--- config.mk ---
export PLATFORM = sky130hd
export DESIGN_NAME = adder_sub_pipe_gen
export DESIGN_NICKNAME = d
export VERILOG_FILES = /design/src/rtl/adder_pipe_pkg.sv /design/src/rtl/adder_sub_pipe_gen_chunk.sv /design/src/rtl/adder_sub_pipe_gen.sv
export SDC_FILE = /design/constraint.sdc
export NUM_CORES = 1
export LEC_CHECK = 0
export CAP_MARGIN = 20
export CORE_MARGIN = 1.5
export CORE_UTILIZATION = 56
export DETAILED_ROUTE_END_ITERATION = 7
export GPL_TIMING_DRIVEN = 0
export HOLD_SLACK_MARGIN = 0.15
export PLACE_DENSITY_LB_ADDON = 0.2
export SETUP_SLACK_MARGIN = 0.3
export SYNTH_ARGS = -nofsm -noshare
export SYNTH_HDL_FRONTEND = slang
export SYNTH_SLANG_ARGS = --single-unit
--- constraint.sdc ---
create_clock -name clk -period 5.7 [get_ports clk]
set_clock_uncertainty 0.15 [all_clocks]
set_input_delay 0.855 -clock clk [delete_from_list [all_inputs] [get_ports clk]]
set_output_delay 0.855 -clock clk [all_outputs]
set_load 0.02 [all_outputs]
--- src/rtl/adder_pipe_pkg.sv ---
// Shared definitions for the pipelined adder/subtractor: stage-count helpers and op encoding.
package adder_pipe_pkg;

  // Operation encoding carried on the 'sub' input.
  localparam logic OP_ADD = 1'b0;
  localparam logic OP_SUB = 1'b1;

  // Number of CHUNK-bit slices (and slice-add stages) for a WIDTH-bit operand.
  function automatic int unsigned nch(input int unsigned width, input int unsigned chunk);
    return width / chunk;
  endfunction

  // Enabled edges from input capture to registered result: one input stage plus one per slice.
  function automatic int unsigned lat(input int unsigned width, input int unsigned chunk);
    return nch(width, chunk) + 1;
  endfunction

endpackage

--- src/rtl/adder_sub_pipe_gen_chunk.sv ---
// Combinational CHUNK-bit slice adder with carry in and carry out.
module adder_chunk #(
  parameter int unsigned W = 4
) (
  input  logic [W-1:0] a,
  input  logic [W-1:0] b,
  input  logic         cin,
  output logic [W-1:0] s,
  output logic         cout
);

  // One extra bit catches the slice carry-out.
  assign {cout, s} = {1'b0, a} + {1'b0, b} + {{W{1'b0}}, cin};

endmodule

--- src/rtl/adder_sub_pipe_gen.sv ---
// Pipelined adder/subtractor: one CHUNK-bit slice per stage, carry registered between stages,
// operand skew and result deskew so the full result emerges at once. Valid/tag ride alongside,
// 'en' stalls the whole pipe. Reports carry-out and signed overflow.
// Optional build macro ADDER_PIPE_SAT_EN: saturate the result to signed MIN/MAX on overflow.
module adder_sub_pipe_gen
  import adder_pipe_pkg::*;
#(
  parameter int unsigned WIDTH = 16,
  parameter int unsigned CHUNK = 4,
  parameter int unsigned TAG_W = 4
) (
  input  logic             clk,
  input  logic             reset,
  input  logic             en,
  input  logic             in_valid,
  input  logic             sub,
  input  logic [WIDTH-1:0] a,
  input  logic [WIDTH-1:0] b,
  input  logic [TAG_W-1:0] in_tag,
  output logic             out_valid,
  output logic [WIDTH-1:0] sum,
  output logic             cout,
  output logic             ovf,
  output logic [TAG_W-1:0] out_tag
);

  localparam int unsigned NCH = nch(WIDTH, CHUNK);

  if ((WIDTH % CHUNK) != 0) begin : g_width_chk
    $error("adder_sub_pipe_gen: WIDTH must be a multiple of CHUNK");
  end

  localparam logic [WIDTH-1:0] SignedMin = {1'b1, {(WIDTH-1){1'b0}}};
  localparam logic [WIDTH-1:0] SignedMax = {1'b0, {(WIDTH-1){1'b1}}};

  // Subtraction is a + ~b + 1; the +1 enters as slice-0 carry-in.
  logic [WIDTH-1:0] b_eff;
  assign b_eff = (sub == OP_SUB) ? ~b : b;

  logic                      sub_q;      // stage-0 copy of sub, slice-0 carry-in
  logic [NCH:0]              vld_q;      // vld_q[s] = valid at stage s
  logic [NCH:0][TAG_W-1:0]   tag_q;      // tag_q[s] = tag at stage s
  logic [NCH-1:0]            co_w;       // combinational slice carry-outs
  logic [NCH-1:0]            carry_q;    // carry_q[k] = carry-out of slice k, at stage k+1
  logic [WIDTH-1:0]          raw_sum;    // deskewed result at stage NCH
  logic                      a_top_w;    // operand MSBs leaving the top slice stage
  logic                      bp_top_w;
  logic                      a_msb_q;    // operand MSBs aligned with raw_sum
  logic                      bp_msb_q;

  // Valid/tag pipe, inter-slice carries and operand sign bits; all hold while en=0.
  always_ff @(posedge clk) begin
    if (reset) begin
      sub_q    <= 1'b0;
      vld_q    <= '0;
      tag_q    <= '0;
      carry_q  <= '0;
      a_msb_q  <= 1'b0;
      bp_msb_q <= 1'b0;
    end else if (en) begin
      sub_q    <= sub;
      vld_q    <= {vld_q[NCH-1:0], in_valid};
      tag_q    <= {tag_q[NCH-1:0], in_tag};
      carry_q  <= co_w;
      a_msb_q  <= a_top_w;
      bp_msb_q <= bp_top_w;
    end
  end

  for (genvar k = 0; k < NCH; k++) begin : g_slice
    localparam int unsigned LO = k * CHUNK;

    // Operand skew: index j is the copy at stage j; slice k is consumed at stage k.
    logic [k:0][CHUNK-1:0]       a_sk_q, a_sk_d, bp_sk_q, bp_sk_d;
    // Result deskew: index s is the copy at stage s; slice k result is born at stage k+1.
    logic [NCH:k+1][CHUNK-1:0]   s_sk_q, s_sk_d;
    logic                        cin;
    logic [CHUNK-1:0]            s_w;

    if (k == 0) begin : g_cin_first
      assign cin     = sub_q;
      assign a_sk_d  = a[LO +: CHUNK];
      assign bp_sk_d = b_eff[LO +: CHUNK];
    end else begin : g_cin_chain
      assign cin     = carry_q[k-1];
      assign a_sk_d  = {a_sk_q[k-1:0], a[LO +: CHUNK]};
      assign bp_sk_d = {bp_sk_q[k-1:0], b_eff[LO +: CHUNK]};
    end

    if (k == NCH - 1) begin : g_deskew_last
      assign s_sk_d   = s_w;
      assign a_top_w  = a_sk_q[k][CHUNK-1];
      assign bp_top_w = bp_sk_q[k][CHUNK-1];
    end else begin : g_deskew_shift
      assign s_sk_d = {s_sk_q[NCH-1:k+1], s_w};
    end

    adder_chunk #(
      .W (CHUNK)
    ) u_add (
      .a    (a_sk_q[k]),
      .b    (bp_sk_q[k]),
      .cin  (cin),
      .s    (s_w),
      .cout (co_w[k])
    );

    // Advance this slice's skew and deskew shift registers.
    always_ff @(posedge clk) begin
      if (reset) begin
        a_sk_q  <= '0;
        bp_sk_q <= '0;
        s_sk_q  <= '0;
      end else if (en) begin
        a_sk_q  <= a_sk_d;
        bp_sk_q <= bp_sk_d;
        s_sk_q  <= s_sk_d;
      end
    end

    assign raw_sum[LO +: CHUNK] = s_sk_q[NCH];
  end

  // Signed overflow: operands agree in sign but the raw result does not.
  logic ovf_w;
  assign ovf_w = (a_msb_q == bp_msb_q) && (raw_sum[WIDTH-1] != a_msb_q);

  logic [WIDTH-1:0] sum_d;

  // Result select ahead of the output register.
  always_comb begin
    sum_d = raw_sum;
`ifdef ADDER_PIPE_SAT_EN
    if (ovf_w) begin
      sum_d = a_msb_q ? SignedMin : SignedMax;
    end
`endif
  end

  // Output register: result fields update only when a valid op emerges.
  always_ff @(posedge clk) begin
    if (reset) begin
      out_valid <= 1'b0;
      sum       <= '0;
      cout      <= 1'b0;
      ovf       <= 1'b0;
      out_tag   <= '0;
    end else if (en) begin
      out_valid <= vld_q[NCH];
      if (vld_q[NCH]) begin
        sum     <= sum_d;
        cout    <= carry_q[NCH-1];
        ovf     <= ovf_w;
        out_tag <= tag_q[NCH];
      end
    end
  end

endmodule

==> results of run 1 <==
flip-flops by register name, summed over array words and instances, names as in the netlist, 4 cells and up:
name             count
carry_q              4
g_slice.a_sk_d      24
g_slice.a_sk_q      15
g_slice.bp_sk_d     24
g_slice.bp_sk_q     15
g_slice.s_sk_d      24
g_slice.s_sk_q      16
out_tag              4
sum                 16
tag_q               20
vld_q                5
logic make-up after synthesis:
family	Yosys count	share of synthesized area, %
compound gates	67	7.866
xor+xnor	20	2.486
fa+ha+maj	20	4.403
buf+inv	63	6.108
flops	175	49.72
mux	123	17.47
simple gates	213	11.95
area by class of cell:
| cell class | instances | area [um^2] | area share [%] |
|---|---|---|---|
| buffer | 47 | 367.9 | 4.381 |
| clock buffer | 26 | 509.2 | 6.065 |
| clock inverter | 5 | 30.03 | 0.3576 |
| inverter | 16 | 62.56 | 0.7450 |
| multi-input combinational | 443 | 3113 | 37.07 |
| sequential | 175 | 3503 | 41.72 |
| tap | 168 | 210.2 | 2.503 |
| timing repair buffer | 60 | 600.6 | 7.152 |
final timing paths:
check / start / end / cells after the start / slack [ns]
max: ovf / ovf / 1 / 3.24
min: sum[5] / sum[5] / 2 / 0.30
min reg2reg: sum[5] / sum[5] / 2 / 0.30
max reg2reg: g_slice[3].a_sk_q[12] / carry_q[3] / 6 / 3.68
cells in the mapped netlist:
cell type	count
xnor2_1	20
or3b_1	1
buf_4	1
nor2b_1	3
nand4b_1	1
buf_8	3
and2_4	1
a311oi_2	1
nor2_1	150
a21oi_2	8
a2111o_1	3
o21ai_0	3
or3_1	3
a211oi_1	12
dfxtp_1	175
a311oi_1	3
o221ai_2	3
nand3_1	1
inv_4	1
clkbuf_1	10
ha_1	12
a21o_1	4
a211oi_2	10
inv_1	15
nand2_1	50
nand3b_1	3
a21oi_1	19
fa_1	8
buf_6	18
a2111oi_0	1
buf_2	15
mux2i_1	123
stage by stage:
step | instance area, um^2 | setup WS, ns | util [%] | power (mW)
2_1_floorplan | 7047 | 3.871 | - | 1.459
3_3_place_gp | 7858 | 3.655 | 64.61 | 1.522
3_5_place_dp | 7858 | 3.603 | 64.61 | 1.530
4_1_cts | 8397 | 3.261 | 69.04 | 2.581
5_1_grt | 8397 | 3.219 | 69.04 | 2.656
6_report | 8397 | 3.244 | 69.04 | 2.568
worst reg2reg max path, cell delays in order, from the launching register on:
cell      delay, ns
dfxtp_1        0.36
inv_1          0.07
fa_1           0.46
fa_1           0.42
nor2b_1        0.11
o21ai_0        0.08
a311oi_1       0.28
where the power goes:
group | total [mW] | switching [mW] | internal, mW
combinational | 0.216 | 0.112 | 0.104
clock | 1.06 | 0.453 | 0.610
sequential | 1.29 | 0.0244 | 1.26
total | 2.57 | 0.589 | 1.98
per-layer routing:
layer  up-vias  part of all wire (%)  global-route usage, %
met2       104                    50                  42.02
met5         -                     0                      0
met4         0                   1.9                  8.477
met1      2418                    43                  30.54
met3        23                   5.7                  5.799
li1       2438                     -                      -
placed cells by master (no fill, tap or decap), drive strengths merged:
cell type	netlist	layout
dfxtp	175	175
nor2	150	150
mux2i	123	123
clkdlybuf4s50	0	60
nand2	50	50
buf	37	37
clkbuf	10	36
a21oi	27	27
a211oi	22	22
xnor2	20	20
inv	16	16
ha	12	12
fa	8	8
a21o	4	4
a311oi	4	4
nor2b	3	3
o21ai	3	3
or3	3	3
a2111o	3	3
o221ai	3	3
nand3b	3	3
clkinv	0	3
clkinvlp	0	2
and2	1	1
a2111oi	1	1
nand4b	1	1
nand3	1	1
or3b	1	1
==> metrics.yaml, run 1 <==
clocking:
  cts_buffers: 17
  clockBufferDepth: 2
  ctsHoldBuffers: 0
  cts_tree: "yes"
  ctsResizeCount: 0
  clock_latency_ns: 0.43
  clkSinkCount: 175
  h-tree-depth: 4
  root_buffer: "clkbuf_16"
  postCtsSetupBuffers: 0
  clk_pin_slew_ns: 0.06
finish:
  antenna_cells: 0
  instances_no_fill: 940
  nFillCells: 928
  syn_to_final_growth_pct: 19.16
  nets: 821
  drive_above_1_share_pct: 11.40
global_route:
  grt_pass1_wl_um: 24840
  grt_remaining_overflow: 0
  grt_usage_pct: 24.58
  grt_pass1_vias: 5033
  antenna_found_initial: 0
  grt_max_degree: 17
placement:
  gp_congestion: 0.8281
  io_buffer_count: 60
  dp_hpwl_um: 10520
  dp_cells: 909
floorplanning:
  fp-row-count: 40
  fp.coreArea_um2: 12160
  ios: 64
  die_x_um: 115.2
  start_util_pct: 57.94
  dieArea_um2: 13270
  die_h_um: 115.2
drt:
  viasPerCell: 5.301
  wire_per_inst_um: 16.16
  drtAntennaViolNets: 0
  remaining_drc_errors: 0
  routed-via-count: 4983
  first_pass_iters: 4
  finalWirelength_um: 15190
  initialDrtViolationCount: 282
setup_path:
  crit_fanout: 2
  cp.arrival_ns: 1.45
  cp_slowest_cell: "clkdlybuf4s50_1"
  crit_family: "buffers and inverters"
  endpoint_kind: "output pin"
  path_class: "flop to output pin"
  crit_chain: "clkdlybuf4s50_1"
  start_kind: "flop"
  critPathRequiredTime_ns: 4.70
  critPathBufInv: 1
  max_stage_delay_ns: 0.63
sta:
  holdWs_ns: 0.3026
  fin_crit_sh_pct: 43.08
  maxSlewHeadroom_pct: 50.08
  setup_viol: 0
  drv_slew: 0
  timing.fmax_ghz: 0.4072
  setup_tns_ns: 0
  worstMarginPinSlew_ns: 0.7488
  finalCriticalPeriod_ns: 2.456
  hold_viol_final: 0
  grt_setup_unrepaired: "false"
synth:
  synth-seq-cells: 175
  synth_area_um2: 7047
  netlist_instances: 681
  netlist.area_leader.share_pct: 49.72
  synth_top_area_cell: "dfxtp_1"
  synth.area.top_cells: "dfxtp_1, mux2i_1, nor2_1"
  syn_nets: 742
  synth.avg_cell_area_um2: 10.35
  synth.distinct_cells: 32
  seq_area_frac_synth_pct: 49.72
  yosysWarnings: 0
power_and_ir_drop:
  power_density_nw_per_um2: 305.8
  peakVddDrop_uv: 225.7
  leakage_nw: 3.481
status:
  outcome: "finished clean"
job:
  cap_viol_max_count: 0
worst_hold_path:
  hold_path.class: "flop to flop"
No activity file was read; power rests on OpenSTA's default activity.
==> inputs of run 2 (changes only) <==
- CORE_UTILIZATION: 56 -> 51
- clock period: 5.7 -> 2 ns (I/O delays scaled with it)
==> run 2 against run 1 <==
- cell count increased by 1.6%
- register-to-register slack got worse by 3.5 ns
- via count decreased by 2.4%
- power increased to 3.0 times the previous value
- worst hold slack got worse by 0.12 ns
- non-clock buffer count increased by 6
- sequential cell count unchanged
- sequential power increased to 2.9 times the previous value
- wire length decreased by 1.8%
- utilization decreased by 4.8 points
- die area increased by 9.5%
- critical path depth increased by 5
==> metrics.yaml, run 2 (synthesis results as in run 1) <==
status:
  outcome: "finished clean"
sta:
  maxSlewHeadroom_pct: 51.59
  setup_viol: 0
  drv_slew: 0
  hold_viol_final: 0
  grt_setup_unrepaired: "true"
  fin_crit_sh_pct: 92.11
  finalCriticalPeriod_ns: 1.842
  timing.fmax_ghz: 0.5428
  worstMarginPinSlew_ns: 0.7261
  setup_tns_ns: 0
placement:
  gp_congestion: 0.8229
  dp_hpwl_um: 10430
  dp_cells: 917
  io_buffer_count: 60
floorplanning:
  start_util_pct: 52.79
  die_x_um: 120.5
  die_h_um: 120.5
  fp.coreArea_um2: 13350
  dieArea_um2: 14530
  ios: 64
  fp-row-count: 42
finish:
  layout_common_cells: "dfxtp_1, nor2_1, mux2i_1, nand2_1, clkdlybuf4s50_1"
  nFillCells: 1106
  nets: 827
  drive_above_1_share_pct: 15.79
  final_common_cell: "dfxtp_1"
  syn_to_final_growth_pct: 21.73
  instances_no_fill: 955
  antenna_cells: 0
clocking:
  h-tree-depth: 4
  clockBufferDepth: 2
  clkSinkCount: 175
  cts_tree: "yes"
  clock_latency_ns: 0.43
  clk_pin_slew_ns: 0.06
  root_buffer: "clkbuf_16"
  cts_buffers: 17
setup_path:
  start_kind: "flop"
  crit_fanout: 2
  critPathRequiredTime_ns: 2.18
  endpoint_kind: "flop"
  cp.arrival_ns: 2.03
  path_class: "flop to flop"
power_and_ir_drop:
  peakVddDrop_uv: 621.2
  power_density_nw_per_um2: 906.2
  leakage_nw: 3.670
drt:
  remaining_drc_errors: 0
  drtAntennaViolNets: 0
  first_pass_iters: 5
  finalWirelength_um: 14920
  routed-via-count: 4863
  initialDrtViolationCount: 244
  wire_per_inst_um: 15.62
  viasPerCell: 5.092
global_route:
  grt_max_degree: 17
  grt_pass1_wl_um: 24210
  grt_remaining_overflow: 0
  antenna_found_initial: 0
  grt_usage_pct: 21.73
  grt_pass1_vias: 4924
worst_hold_path:
  hold_path.class: "primary input to flop"
job:
  cap_viol_max_count: 0
[run 2: cell count changes in the layout (fill, tap and decap cells not counted), moves of 4 or more]
cell and change:
buf_4 +4, bufinv_16 +4, clkdlybuf4s50_1 -23, dfxtp_1 -10
dfxtp_2 +10, dlygate4sd2_1 +23, fa_1 -8, fa_2 +8
[run 2: worst paths after layout]
kind,start,to,slack [ns],depth (start not counted)
setup reg to reg,carry_q[2],carry_q[3],0.16,6
hold / removal,reset,g_slice[0].s_sk_d[7],0.19,3
hold reg to reg,sum[4],sum[4],0.30,2
setup / recovery,carry_q[2],carry_q[3],0.16,6
[run 2: metrics by stage]
step / power, mW / instance area [um^2] / util, % / setup WS, ns / hold WS [ns]
3_3_place_gp: 4.343 / 7883 / 59.06 / 0.1909 / 0.2897
6_report: 7.774 / 8578 / 64.27 / 0.1578 / 0.1858
5_1_grt: 8.037 / 8578 / 64.27 / 0.07494 / 0.1952
4_1_cts: 7.830 / 8521 / 63.84 / 0.1514 / 0.1776
3_5_place_dp: 4.364 / 7883 / 59.06 / 0.1596 / 0.2973
2_1_floorplan: 4.161 / 7062 / - / 0.2750 / 0.2812
[run 2: final cells by class]
| class | instances | area (um^2) | area share, % |
|---|---|---|---|
| Multi-Input combinational cell | 443 | 3168 | 36.93 |
| Clock buffer | 21 | 460.4 | 5.368 |
| Buffer | 47 | 367.9 | 4.288 |
| Timing Repair Buffer | 66 | 621.8 | 7.249 |
| Tap cell | 176 | 220.2 | 2.567 |
| Inverter | 16 | 62.56 | 0.7293 |
| Sequential cell | 175 | 3516 | 40.99 |
| Clock inverter | 11 | 161.4 | 1.882 |
[run 2: critical path, stage by stage (launching register included)]
cell and delay [ns]:
dfxtp_2 0.34, inv_2 0.04, fa_2 0.39, fa_2 0.35, nor2b_1 0.12, o21ai_1 0.08, a311oi_1 0.28
[run 2: timing repair]
item,4_1_cts,5_1_grt
gates resized for setup,33,14
endpoints found under the setup margin,33,11
endpoints found under the hold margin,8,0
hold buffers,2,0
setup buffers,1,3
pin swaps,7,9
[run 2: routing by layer]
metal | up-vias | share of wire [%] | track usage [%] | routed length [um]
met4 | 0 | 2.0 | 9.412 | 298
met2 | 82 | 48 | 36.90 | 7235
li1 | 2455 | - | - | -
met5 | - | 0 | 0 | 0
met3 | 22 | 3.2 | 4.670 | 474
met1 | 2304 | 46 | 26.60 | 6911
[run 2: where the power goes]
part	total [mW]	leakage [nW]	switching [mW]	internal (mW)
combinational	0.634	1.93	0.326	0.307
sequential	3.68	1.43	0.0695	3.61
clock	3.47	0.307	1.32	2.15
==> inputs of run 3 (changes only) <==
- CORE_MARGIN: 1.5 -> default
- CTS_BUF_LIST: default -> sky130_fd_sc_hd__clkbuf_4 sky130_fd_sc_hd__clkbuf_8 sky130_fd_sc_hd__clkbuf_16
- GPL_TIMING_DRIVEN: 0 -> default
==> run 3 against run 2 <==
- die area is 1.7% lower
- sequential power about the same
- register-to-register slack improved by 0.03 ns
- design area fell by 0.92%
- utilization decreased by 0.59 points
- wire length down 12%
- clock-buffer cell count is 3 lower
- global-route usage shrank 2.4 points
- critical path type unchanged
- power fell by 1.1%
==> metrics.yaml, run 3 (synthesis results as in run 1) <==
worst_hold_path:
  min_to: "carry_q[2]"
  hold_path_startpoint: "reset"
  hold_path.class: "primary input to flop"
  min_delay_path_depth: 2
setup_path:
  cp_slowest_cell: "fa_2"
  critPathRequiredTime_ns: 2.18
  cp.depth: 6
  crit_fanout: 2
  path_class: "flop to flop"
  reg2reg_slack_ns: 0.19
  cp.arrival_ns: 1.99
  crit_chain: "inv_2, fa_2, fa_2, nor2b_1, o21ai_1, a311oi_1"
  worstReg2RegStart: "g_slice[3].a_sk_q[12]"
  start_kind: "flop"
  crit_family: "adder cells"
  r2r_end: "carry_q[3]"
  max_stage_delay_ns: 0.39
  endpoint_kind: "flop"
  ff2ff_path_depth: 6
  cp_common_cell: "fa_2"
  critPathBufInv: 1
sta:
  hold_viol_final: 0
  fin_crit_sh_pct: 90.57
  grt_setup_unrepaired: "true"
  finalCriticalPeriod_ns: 1.811
  setup_viol: 0
  worst_slack_ns: 0.1885
  holdWs_ns: 0.07495
  setup_tns_ns: 0
  worstMarginPinSlew_ns: 1.039
  timing.fmax_ghz: 0.5520
  drv_slew: 0
  maxSlewHeadroom_pct: 30.72
job:
  cap_viol_max_count: 0
clocking:
  root_buffer: "clkbuf_16"
  ctsHoldBuffers: 8
  clk_pin_slew_ns: 0.06
  h-tree-depth: 4
  clock_latency_ns: 0.43
  clkSinkCount: 175
  cts_buffers: 17
  clockBufferDepth: 2
  cts_tree: "yes"
drt:
  viasPerCell: 5.119
  wire_per_inst_um: 13.94
  finalWirelength_um: 13080
  initialDrtViolationCount: 244
  drtAntennaViolNets: 0
  remaining_drc_errors: 0
  routed-via-count: 4802
  first_pass_iters: 4
finish:
  final_cell_area_um2: 8499
  drive_above_1_share_pct: 14.57
  antenna_cells: 0
  syn_to_final_growth_pct: 20.61
  final_common_cell: "dfxtp_1"
  utilization_pct: 63.68
  nets: 810
  layout_common_cells: "dfxtp_1, nor2_1, mux2i_1, nand2_1, clkdlybuf4s50_1"
  instances_no_fill: 938
power_and_ir_drop:
  leakage_nw: 3.622
  power_density_nw_per_um2: 904.2
  finalPower_mw: 7.685
  peakVddDrop_uv: 648.0
status:
  outcome: "finished clean"
floorplanning:
  ios: 64
  fp-row-count: 42
  die_x_um: 119.5
  die_h_um: 119.5
  fp.coreArea_um2: 13350
  start_util_pct: 52.79
  dieArea_um2: 14290
placement:
  dpl_cell_area_um2: 7710
  pre_cts_ws_ns: 0.1101
  gp_congestion: 0.7385
  io_buffer_count: 63
  dp_cells: 891
  dp_hpwl_um: 8355
global_route:
  grt_pass1_wl_um: 21830
  antenna_found_initial: 0
  grt_max_degree: 59
  grt_pass1_vias: 4653
  grt_remaining_overflow: 0
  grt_usage_pct: 19.30
run 3: cell count changes in the layout (fill, tap and decap cells not counted), moves of 2 or more:
cell / delta
buf_2: -15
clkinvlp_4: +3
clkinv_2: -5
buf_8: -3
clkinv_4: +4
inv_6: +2
dfxtp_2: -2
dlygate4sd3_1: +5
buf_4: +17
buf_6: -16
clkbuf_1: -12
buf_12: +2
run 3: power by group:
part | switching, mW | internal, mW | total (mW)
registers | 0.0685 | 3.60 | 3.67
clock network | 1.40 | 2.02 | 3.41
logic | 0.294 | 0.306 | 0.600
run 3: final cells by class:
type | count | area (um^2)
clock buffers | 18 | 439.2
flip-flops and latches | 175 | 3517
inverters | 16 | 62.56
well taps | 176 | 220.2
fillers | 1107 | 4848
repair buffers | 96 | 905.9
clock inverters | 14 | 181.4
multi-input cells | 443 | 3173
run 3: routing by layer:
metal,up-vias,share of wire [%],track usage (%)
met4,0,1.7,6.875
li1,2414,-,-
met5,-,0,0
met2,51,49,31.90
met3,20,3.3,5.513
met1,2317,46,23.99
run 3: how the worst max path moves through the flow:
stage,startpoint,end
2_1_floorplan,carry_q[2],carry_q[3]
3_3_place_gp,carry_q[2],carry_q[3]
3_5_place_dp,carry_q[2],carry_q[3]
4_1_cts,g_slice[3].a_sk_q[12],carry_q[3]
5_1_grt,g_slice[3].a_sk_q[12],carry_q[3]
6_report,g_slice[3].a_sk_q[12],carry_q[3]
run 3: what timing repair did:
item | CTS | global route
endpoints found under the hold margin | 27 | 6
buffers inserted | 1 | 6
pin swaps | 5 | 12
setup endpoints to repair | 31 | 38
gates resized for setup | 35 | 14
